<file path="src/rtl/alu_exec_unit.sv">
// RV32/RV64 execute unit: decodes ALUOp/funct7/funct3 and registers result, zero and illegal flags.
// Latency: 1 cycle for integer and illegal ops; XLEN+1 cycles for M ops when ALU_MULDIV_EN is defined.
// Backpressure: the result is held in DONE until out_ready; in_ready is 0 in BUSY and follows out_ready in DONE.
module alu_exec_unit #(
  parameter int XLEN  = 32,
  parameter int CNT_W = $clog2(XLEN) + 1
) (
  input  logic            clk,
  input  logic            rst_n,
  input  logic            in_valid,
  output logic            in_ready,
  input  logic [1:0]      alu_op,
  input  logic [6:0]      funct7,
  input  logic [2:0]      funct3,
  input  logic [XLEN-1:0] op_a,
  input  logic [XLEN-1:0] op_b,
  output logic            out_valid,
  input  logic            out_ready,
  output logic [XLEN-1:0] result,
  output logic            zero,
  output logic            illegal
);
  localparam int SH_W = CNT_W - 1;

  typedef enum logic [1:0] {IDLE, BUSY, DONE} state_t;
  typedef enum logic [3:0] {
    OP_ADD, OP_SUB, OP_SLL, OP_SLT, OP_SLTU, OP_XOR, OP_SRL, OP_SRA,
    OP_OR, OP_AND, OP_MUL, OP_DIV, OP_DIVU, OP_REM, OP_REMU, OP_ILL
  } op_t;
  typedef struct packed {
    logic [XLEN-1:0] res;
    logic            zero;
    logic            ill;
  } res_t;

  state_t          state, state_nxt;
  op_t             dec_op;
  res_t            out_q;
  logic            accept, is_m;
  logic [XLEN-1:0] alu_res;
  logic [SH_W-1:0] shamt;

  assign shamt     = op_b[SH_W-1:0];
  assign in_ready  = rst_n && ((state == IDLE) || ((state == DONE) && out_ready));
  assign accept    = in_valid && in_ready;
  assign out_valid = (state == DONE);
  assign result    = out_q.res;
  assign zero      = out_q.zero;
  assign illegal   = out_q.ill;

  // Decode the request fields into one operation; anything unrecognised is illegal
  always_comb begin
    dec_op = OP_ILL;
    case (alu_op)
      2'b00: dec_op = OP_ADD;
      2'b01: dec_op = OP_SUB;
      2'b10: begin
        if (funct7 == 7'b0000000) begin
          case (funct3)
            3'b000:  dec_op = OP_ADD;
            3'b001:  dec_op = OP_SLL;
            3'b010:  dec_op = OP_SLT;
            3'b011:  dec_op = OP_SLTU;
            3'b100:  dec_op = OP_XOR;
            3'b101:  dec_op = OP_SRL;
            3'b110:  dec_op = OP_OR;
            default: dec_op = OP_AND;
          endcase
        end else if (funct7 == 7'b0100000) begin
          if (funct3 == 3'b000)      dec_op = OP_SUB;
          else if (funct3 == 3'b101) dec_op = OP_SRA;
        end
`ifdef ALU_MULDIV_EN
        else if (funct7 == 7'b0000001) begin
          case (funct3)
            3'b000:  dec_op = OP_MUL;
            3'b100:  dec_op = OP_DIV;
            3'b101:  dec_op = OP_DIVU;
            3'b110:  dec_op = OP_REM;
            3'b111:  dec_op = OP_REMU;
            default: dec_op = OP_ILL;
          endcase
        end
`endif
      end
      default: dec_op = OP_ILL;
    endcase
  end

`ifdef ALU_MULDIV_EN
  assign is_m = (dec_op == OP_MUL) || (dec_op == OP_DIV) || (dec_op == OP_DIVU) ||
                (dec_op == OP_REM) || (dec_op == OP_REMU);
`else
  assign is_m = 1'b0;
`endif

  // Single-cycle integer datapath; illegal encodings yield 0
  always_comb begin
    alu_res = '0;
    case (dec_op)
      OP_ADD:  alu_res = op_a + op_b;
      OP_SUB:  alu_res = op_a - op_b;
      OP_SLL:  alu_res = op_a << shamt;
      OP_SLT:  alu_res = {{(XLEN-1){1'b0}}, ($signed(op_a) < $signed(op_b))};
      OP_SLTU: alu_res = {{(XLEN-1){1'b0}}, (op_a < op_b)};
      OP_XOR:  alu_res = op_a ^ op_b;
      OP_SRL:  alu_res = op_a >> shamt;
      OP_SRA:  alu_res = $signed(op_a) >>> shamt;
      OP_OR:   alu_res = op_a | op_b;
      OP_AND:  alu_res = op_a & op_b;
      default: alu_res = '0;
    endcase
  end

`ifdef ALU_MULDIV_EN
  // Iterative M datapath: a_q holds multiplicand / dividend-then-quotient, acc_q product / remainder
  logic [XLEN-1:0]  a_q, b_q, acc_q;
  logic [CNT_W-1:0] cnt;
  op_t              m_op;
  logic             neg_q, neg_r, divz, signed_div, ge;
  logic [XLEN-1:0]  mul_nxt, quo_nxt, rem_nxt, quo_fix, rem_fix, m_res;
  logic [XLEN:0]    rsh;

  assign signed_div = (dec_op == OP_DIV) || (dec_op == OP_REM);

  // One shift-add / restoring-divide step plus the final sign and divide-by-zero fix-up
  always_comb begin
    mul_nxt = acc_q + (b_q[0] ? a_q : '0);
    rsh     = {acc_q, a_q[XLEN-1]};
    ge      = rsh[XLEN] || (rsh[XLEN-1:0] >= b_q);
    rem_nxt = ge ? (rsh[XLEN-1:0] - b_q) : rsh[XLEN-1:0];
    quo_nxt = {a_q[XLEN-2:0], ge};
    quo_fix = divz ? '1 : (neg_q ? -quo_nxt : quo_nxt);
    rem_fix = neg_r ? -rem_nxt : rem_nxt;
    case (m_op)
      OP_MUL:          m_res = mul_nxt;
      OP_DIV, OP_DIVU: m_res = quo_fix;
      default:         m_res = rem_fix;
    endcase
  end

  // Latch magnitudes and sign flags on accept, then advance one step per BUSY cycle
  always_ff @(posedge clk or negedge rst_n) begin
    if (!rst_n) begin
      a_q   <= '0;
      b_q   <= '0;
      acc_q <= '0;
      cnt   <= '0;
      m_op  <= OP_MUL;
      neg_q <= 1'b0;
      neg_r <= 1'b0;
      divz  <= 1'b0;
    end else if (accept && is_m) begin
      m_op  <= dec_op;
      cnt   <= CNT_W'(XLEN);
      acc_q <= '0;
      a_q   <= (signed_div && op_a[XLEN-1]) ? -op_a : op_a;
      b_q   <= (signed_div && op_b[XLEN-1]) ? -op_b : op_b;
      neg_q <= signed_div && (op_a[XLEN-1] ^ op_b[XLEN-1]);
      neg_r <= signed_div && op_a[XLEN-1];
      divz  <= (dec_op != OP_MUL) && (op_b == '0);
    end else if (state == BUSY) begin
      cnt <= cnt - CNT_W'(1);
      if (m_op == OP_MUL) begin
        acc_q <= mul_nxt;
        a_q   <= a_q << 1;
        b_q   <= b_q >> 1;
      end else begin
        acc_q <= rem_nxt;
        a_q   <= quo_nxt;
      end
    end
  end
`endif

  // State register
  always_ff @(posedge clk or negedge rst_n) begin
    if (!rst_n) state <= IDLE;
    else        state <= state_nxt;
  end

  // Next-state: accept from IDLE or from DONE in the same cycle the result is taken
  always_comb begin
    state_nxt = state;
    case (state)
      IDLE: if (accept) state_nxt = is_m ? BUSY : DONE;
`ifdef ALU_MULDIV_EN
      BUSY: if (cnt == CNT_W'(1)) state_nxt = DONE;
`endif
      DONE: if (out_ready) state_nxt = accept ? (is_m ? BUSY : DONE) : IDLE;
      default: state_nxt = IDLE;
    endcase
  end

  // Register result/zero/illegal together when an op completes; held otherwise
  always_ff @(posedge clk or negedge rst_n) begin
    if (!rst_n) begin
      out_q <= '0;
    end else if (accept && !is_m) begin
      out_q.res  <= alu_res;
      out_q.zero <= (alu_res == '0);
      out_q.ill  <= (dec_op == OP_ILL);
    end
`ifdef ALU_MULDIV_EN
    else if ((state == BUSY) && (cnt == CNT_W'(1))) begin
      out_q.res  <= m_res;
      out_q.zero <= (m_res == '0);
      out_q.ill  <= 1'b0;
    end
`endif
  end

endmodule
</file>
<file path="config.mk">
export PLATFORM = sky130hd
export DESIGN_NAME = alu_exec_unit
export DESIGN_NICKNAME = d
export VERILOG_FILES = /design/src/rtl/alu_exec_unit.sv
export SDC_FILE = /design/constraint.sdc
export NUM_CORES = 1
export LEC_CHECK = 0
export CAP_MARGIN = 20
export CORE_UTILIZATION = 25
export CTS_CLUSTER_DIAMETER = 120
export CTS_CLUSTER_SIZE = 14
export DETAILED_ROUTE_END_ITERATION = 10
export GPL_TIMING_DRIVEN = 0
export PLACE_DENSITY = 0.54
export SKIP_LAST_GASP = 1
export SYNTH_ARGS = -nofsm -noshare
export SYNTH_HDL_FRONTEND = slang
export SYNTH_SLANG_ARGS = --single-unit
export TNS_END_PERCENT = 1
</file>
<file path="constraint.sdc">
create_clock -name clk -period 2.72 [get_ports clk]
set_input_delay 0.544 -clock clk [delete_from_list [all_inputs] [get_ports clk]]
set_output_delay 0.544 -clock clk [all_outputs]
set_load 0.02 [all_outputs]
</file>
Word-level counts from Yosys, hierarchy flattened. Index checks and enable logic that the tools add are counted. Widths: inputs -> output; s select.

Input port bits: 80. Register bits after elaboration: 36. Word-level logic and storage cells: 58. Output and inout bits: 36.

Shift-type cells: 3. Equal/unequal tests: 22. $add $sub $neg: 2. Reduce and logical (&&, ||, !) cells: 11. Magnitude comparators: 2. Mux-type cells: 11. Bitwise operators: 3.

Operator list (count): $pmux 32 s10 (1); $lt 32x32->1 (2); $add 32x32->32 (1); $and 32x32->32 (1); $logic_not 32->1 (1); $or 32x32->32 (1); $shl 32x5->32 (1); $shr 32x5->32 (1); $sshr 32x5->32 (1); $sub 32x32->32 (1); $xor 32x32->32 (1); $pmux 4 s7 (1); $eq 4x3->1 const B (4); $mux 4 (4); $eq 4x4->1 const B (3); $pmux 4 s3 (1); $eq 3x3->1 const B (3); $eq 4x2->1 const B (2); $eq 7x6->1 const B (1); $logic_not 7->1 (1); $eq 3x2->1 const B (2); $mux 2 (3); $eq 2x2->1 const B (2); $eq 4x1->1 const B (1); other kinds (11) (14).

Logic depth before layout (Yosys ltp).
Depth in word-level cells: 9. Mapped depth: 18. Gate-level depth less buffers: 14.

Worst setup path before layout. OpenSTA, ideal clock, no wires.

Kind: in2reg. Start: in op_b[4]. End: reg, netlist name zero. Library setup time: 0.103 ns. Required time: 2.617 ns. Stages: 18. Arrival: 5.183 ns. Path buffers: 6. Slack: -2.567 ns. Cell sequence: clkbuf_1 -> inv_1 -> clkbuf_1 -> clkbuf_1 -> buf_1 -> ha_1 -> buf_2 -> or4_1 -> buf_2 -> a21oi_2 -> a211oi_2 -> o31ai_4 -> o21ai_1 -> nor2b_1 -> or4_1 -> or4_1 -> or4_1 -> o41ai_2.

Word-level cells in the longest chain between the ends: 3. Elaborated cells on any way between the ends: 12. Those cells by class: add/sub (2); order compare (2); shift (3); mux (1); bitwise (3); reduce/logical (1).

Ends and longest elaborated chain: from (decl) (line 16) `input logic [XLEN-1:0] op_b,`; $sub 32x32->32 (tied with other cells) (line 102) `OP_SUB: alu_res = op_a - op_b;`; $pmux 32 s10 (*) (line 100) `case (dec_op)`; $logic_not 32->1 (*) (line 201) `out_q.zero <= (alu_res == '0);`.

Mark *: on every way between the ends. The rest lies on a longest branch, timed or not. A chain may end at the register's enable or synchronous reset.

Final worst setup path.
Start: in op_b[1]. End: reg, netlist name zero.

Word-level cells in the longest chain between the ends: 3. Elaborated cells on any way between the ends: 12. Those cells by class: add/sub (2); order compare (2); shift (3); mux (1); bitwise (3); reduce/logical (1).

Ends and longest elaborated chain (line): $sub 32x32->32 (tied with other cells) (102); $pmux 32 s10 (*) (100); $logic_not 32->1 (*) (201).

Marks and branches as above.

==> metrics <==
outcome complete, but fails checks; violated checks negative setup slack; post-DP HPWL 71.75 mm; port bufs roughly 110; maximum buffer depth of the clock tree 2; maximum clock rate 0.2121 GHz; CTS tree built; largest net degree at the start of global routing 38; WS Path Type in -> reg; proportion of layout cells with a drive suffix above 1 25.87%; Post-synth EDFFs 0; final worst slack -1.994 ns; multi-input combinational cell area 11270 µm²; Top Ports 116; initial antenna violation count 3; Fin Hold WS 0.3460 ns; Post-Syn Area 12230 µm²; Filler cells 5254; antenna viol nets, final 0; final setup fails 34; synthesized net count 1865; Final #Nets roughly 2100; Static Leak 6.418 nW; FP Rows 80; synthesis-stage register bit count 35; Max Slew Vio Count 0; initial core utilization 25.46%; DRT iter0 DRCs 2079; fin crit share 173.3%; FFs w/ async S/R, synth 100.0%; crit path max fanout 10; Fin. Hold Viols 0; drt wl/cell 36.68 µm; worst slack at placement -4.373 ns; Tot GR Track Use a little over a third; unrepaired setup endpoints after global routing yes; drt pass-1 iters 10; CP max stage cell o311ai_0; Yosys warnings 0; Worst-Margin Slew 1.239 ns; Layout area overhead 34.58%; core footprint 48050 µm²; DIE AREA 49820 µm²; CTS Sinks 35; Cell variety after synth 96; max-cap violations 0; sequential fraction of the synthesis area under 10%; final core utilization 34.26%; DRC 0; Die Width 223.2 µm; total gr overflow 0; CP Cell Sequence buf_8 -> buf_12 -> buf_12 -> buf_4 -> buf_4 -> mux2i_1 -> nand2_1 -> nand2_1 -> nor2_1 -> o311ai_0 -> nand4_1 -> a2111oi_1 -> a21oi_1 -> or4_1 -> or4_4 -> o41ai_2; Worst Skew 0.002897 ns; Tmin final between 4 and 5 ns; Die Y 223.2 µm; Via-to-Cell Ratio roughly 6.6; vias in the first global route ~16000; largest stage delay on the critical path 0.78 ns; Syn Inst Count 1685; clk_lat worst skew roughly 0.28 ns; hold_buf cts 0; Data required, critical path 2.90 ns; global-route wire length before repair 126.5 mm; Peak supply drop 236.2 µV; CP endpoint kind register; via count 16640; Worst EP arrival 4.90 ns; Hold Crit Class in -> async; Register Area 875.8 µm²; top_reg_cell synth dfrtp_1; Rel. slew slack between 15 and 20%; Total Routed Length between 90 and 100 mm; clock slew at reported path FFs around 0.050 ns; Num CTS Buffers 5; clock root cell clkbuf_16; P per Cell Area 310.1 nW/µm²; H-tree Lvls 2; syn avg cell area just over 7 µm²; gpl congestion 1.036; CP Launch Type primary input
-- what timing repair did --
action / in CTS / in global routing
pin swaps: 32 / 21
resized for setup: 345 / 90
setup endpoints to repair: 34 / 35
buffers inserted: 55 / 26
-- logic make-up after synthesis --
group	Yosys count	synth area share (%)
compound gates	559	31.71
xor+xnor	17	1.217
mux	156	18.89
flops	35	7.160
simple gates	569	22.32
buf+inv	248	8.265
fa+ha+maj	101	10.43
-- power by group --
| group | internal, mW | switching, mW | total (mW) | leakage (nW) |
|---|---|---|---|---|
| clock | 0.357 | 0.214 | 0.571 | 0.0727 |
| sequential | 0.631 | 0.0593 | 0.691 | 0.443 |
| combinational | 1.45 | 2.39 | 3.84 | 5.90 |
| total | 2.44 | 2.67 | 5.11 | 6.42 |
-- cells in the mapped netlist (14+ instances only) --
cell type / n / area [µm²]
nand2b_1: 17 / 106.4
o211ai_1: 34 / 255.2
a21oi_1: 125 / 625.6
nor2b_1: 17 / 106.4
a21o_1: 14 / 105.1
o31ai_1: 14 / 105.1
buf_1: 19 / 71.32
nand3_1: 40 / 200.2
inv_1: 95 / 356.6
mux4_2: 56 / 1261
a31oi_1: 20 / 125.1
nor2_1: 151 / 566.8
ha_1: 98 / 1226
a211oi_1: 46 / 345.3
clkbuf_1: 86 / 322.8
o2111ai_1: 14 / 122.6
o21ai_0: 109 / 545.5
or3_1: 17 / 106.4
nand2_1: 175 / 656.9
buf_2: 37 / 185.2
dfrtp_1: 35 / 875.8
nand4_1: 17 / 106.4
nor3_1: 50 / 250.2
mux2_2: 39 / 439.2
mux2i_1: 61 / 610.6
xnor2_1: 15 / 131.4
nor4_1: 21 / 131.4
-- worst max-delay path: cells and delay by family --
family	cells	cell delay [ns]
buf+inv	5	0.82
compound gates	4	1.58
simple gates	6	1.60
mux	1	0.32
-- cell usage in the layout, fill, tap and decap left out, drive strengths merged, types with 35 or more instances in the layout --
master         count
a211oi            49
a21oi            126
buf              163
clkbuf            86
clkdlybuf4s50     81
dfrtp             35
ha                98
inv               93
mux2              39
mux2i             61
mux4              56
nand2            175
nand3             40
nor2             152
nor3              50
o21ai            110
-- state kept, by name, summed over array words and instances (netlist names) --
signal	flops
illegal	1
zero	1
result	32
state	1
-- per-layer routing --
layer | part of all wire, % | track usage, % | wire, µm | up-vias
li1 | - | - | - | 6791
met1 | 40 | 45.64 | 36560 | 8294
met2 | 43 | 56.72 | 39940 | 1240
met3 | 9.5 | 6.848 | 8735 | 312
met4 | 7.2 | 20.40 | 6641 | 0
met5 | 0 | 0 | 0 | -
-- stage by stage --
stage	cell area, µm²	power (mW)	TNS [ns]	instances
2_1_floorplan	12520	2.543	-16.59	1685
3_3_place_gp	14440	3.983	-101.67	2414
3_5_place_dp	14520	3.979	-91.68	2422
4_1_cts	16020	4.891	-42.39	2475
5_1_grt	16450	5.263	-42.65	2501
6_report	16460	5.106	-42.53	2505
-- worst paths after layout --
path                            cells after the start  startpoint  slack (ns)    endpoint
min in group clk                                    2   result[8]        0.48   result[8]
max in group asynchronous                           1       rst_n        1.87  result[28]
worst max register to register                     11    state[1]       -1.15        zero
worst min-delay path                                1       rst_n        0.35   result[8]
worst max-delay path                               16     op_b[1]       -1.99        zero
worst min register to register                      2   result[8]        0.48   result[8]
-- final cells by class --
type                    count  area share, %
diodes                      4        0.06080
plain buffers             141          7.008
clock buffers               6         0.8437
clock inverters             1        0.03040
inverters                  98          2.516
multi-input cells        1402          68.49
flip-flops and latches     35          5.320
well taps                 615          4.674
repair buffers            203          11.06
No activity file was read; power rests on OpenSTA's default activity.
==> RTL change: new RTL, same settings <==
The 3 states of `state_t` get a one-hot encoding in 3 bits.
--- a/src/rtl/alu_exec_unit.sv
+++ b/src/rtl/alu_exec_unit.sv
@@ -22,7 +22,7 @@
 );
   localparam int SH_W = CNT_W - 1;
 
-  typedef enum logic [1:0] {IDLE, BUSY, DONE} state_t;
+  typedef enum logic [2:0] {IDLE = 3'b001, BUSY = 3'b010, DONE = 3'b100} state_t;
   typedef enum logic [3:0] {
     OP_ADD, OP_SUB, OP_SLL, OP_SLT, OP_SLTU, OP_XOR, OP_SRL, OP_SRA,
     OP_OR, OP_AND, OP_MUL, OP_DIV, OP_DIVU, OP_REM, OP_REMU, OP_ILL
Formal check against the unedited RTL: no difference found for any inputs over 10 cycles, from zero or initial values and one cycle with rst_n low; not proved beyond that.
==> RTL change against the original RTL <==
Total power is 12% higher. Wire length fell by 9.9%. The run still ends with setup timing left. Sequential cell count is 1 higher. Design area decreased by 5.4%. Clock power grew 2%. Worst setup slack better by 0.042 ns. Worst hold slack gained 0.00062 ns. Synthesized cell count up 0.71%. Synthesized area about the same.
==> RTL change: results (changes against the original RTL) <==
Run status
Run status: finished with violations (unchanged). Violated checks: setup timing (unchanged).

Synthesis
The compound-cell area share of the yosys netlist is 0.321 (was 0.317). Leading post-synthesis cells by cell area: sky130_fd_sc_hd__ha_1 10%, sky130_fd_sc_hd__mux4_2 9.0%, sky130_fd_sc_hd__dfrtp_1 7.2%, sky130_fd_sc_hd__nand2_1 5.6%, sky130_fd_sc_hd__mux2i_1 5.2% (was sky130_fd_sc_hd__mux4_2 10%, sky130_fd_sc_hd__ha_1 10%, sky130_fd_sc_hd__dfrtp_1 7.2%, sky130_fd_sc_hd__nand2_1 5.4%, sky130_fd_sc_hd__a21oi_1 5.1%). The register bit total from synthesis is 36 (was 35). The count of cell types in the netlist is 89 (was 96).

The gate count of the mapped netlist is 1697 (was 1685). The sequential-to-total area share from yosys stat is 0.0738 (was 0.0716). The post-synthesis net count is 1879 (was 1865).

Route
The number of iterations in the first detailed-routing pass is 6 (was 10). The total number of vias is 16054 (was 16637).

Cells and area
The inverter count of the layout excluding clock inverters is 104 (was 98). The data-path buffer share of cell area in the final layout is 0.153 (was 0.181). The non-clock buffer instance count of the final layout is 290 (was 344). The number of nets at the end of the flow is 2030 (was 2066). The number of standard cells in the final layout excluding fillers is 2463 (was 2505).

The fill cell instance count of the final layout is 5191 (was 5254). The fraction of area in registers was 0.0579 (was 0.0532). The area taken by multi-input logic gates is 11000 sq um (was 11300 sq um).

Setup path
The cell depth of the worst flop-to-flop path is 13 (was 11). The master of the slowest instance on the critical path is sky130_fd_sc_hd__nor3_1 (was sky130_fd_sc_hd__o311ai_0). The setup slack of the most critical reg-to-reg path is -0.60 ns (was -1.15 ns). The critical path's largest stage delay is 0.96 ns (was 0.78 ns). The startpoint of the worst setup timing path is funct7[3] (was op_b[1]).

Place
The total cell area at the placement stage was 14300 sq um (was 14500 sq um). The number of placed instances, taps included was 2435 (was 2422).

STA
The final setup violation count is 33 (was 34). The worst hold slack after final layout is 0.347 ns (was 0.346 ns). The transition at the pin with the smallest max-transition slack was 1.19 ns (was 1.24 ns).

The smallest setup slack after layout is -1.95 ns (was -1.99 ns).

Power
The standby leakage power is 6.21 nW (was 6.42 nW). The switching component of the power is 2.90 mW (was 2.67 mW).

Global route
The first-pass GRT wire length is 115000 um (was 126000 um). The number of antenna violations at the first check in global routing is 0 (was 3). The via count of the first global-routing pass is 15250 (was 15760). The combined global-route utilization of all metal layers came to 0.321 (was 0.359).

Clock tree
The post-CTS setup-driven buffer insertion count is 22 (was 55). The number of gates resized after CTS was 273 (was 345).
==> RTL change: cell count changes after synthesis, sizes merged, moves of 10 or more <==
| cell | before | now |
|---|---|---|
| nor3 | 50 | 36 |
| o21ai | 110 | 97 |
| o22ai | 14 | 25 |
| buf | 64 | 51 |
| a221oi | 9 | 20 |
| o221ai | 8 | 20 |
| nor2b | 17 | 28 |
| a211oi | 49 | 26 |
| and3 | 2 | 12 |
==> RTL change: power groups by stage <==
| stage | combinational, mW | clock (mW) | sequential (mW) |
|---|---|---|---|
| 2_1_floorplan | 1.88 | 0 | 1.20 |
| 3_3_place_gp | 3.81 | 0 | 0.926 |
| 3_5_place_dp | 3.81 | 0 | 0.934 |
| 4_1_cts | 4.02 | 0.600 | 0.926 |
| 5_1_grt | 4.38 | 0.629 | 0.956 |
| 6_report | 4.20 | 0.581 | 0.919 |
==> RTL change: layer usage <==
layer	track usage	share of wire
met1	0.422	0.41
met2	0.505	0.43
met5	0	0
met4	0.174	0.066
met3	0.0487	0.089
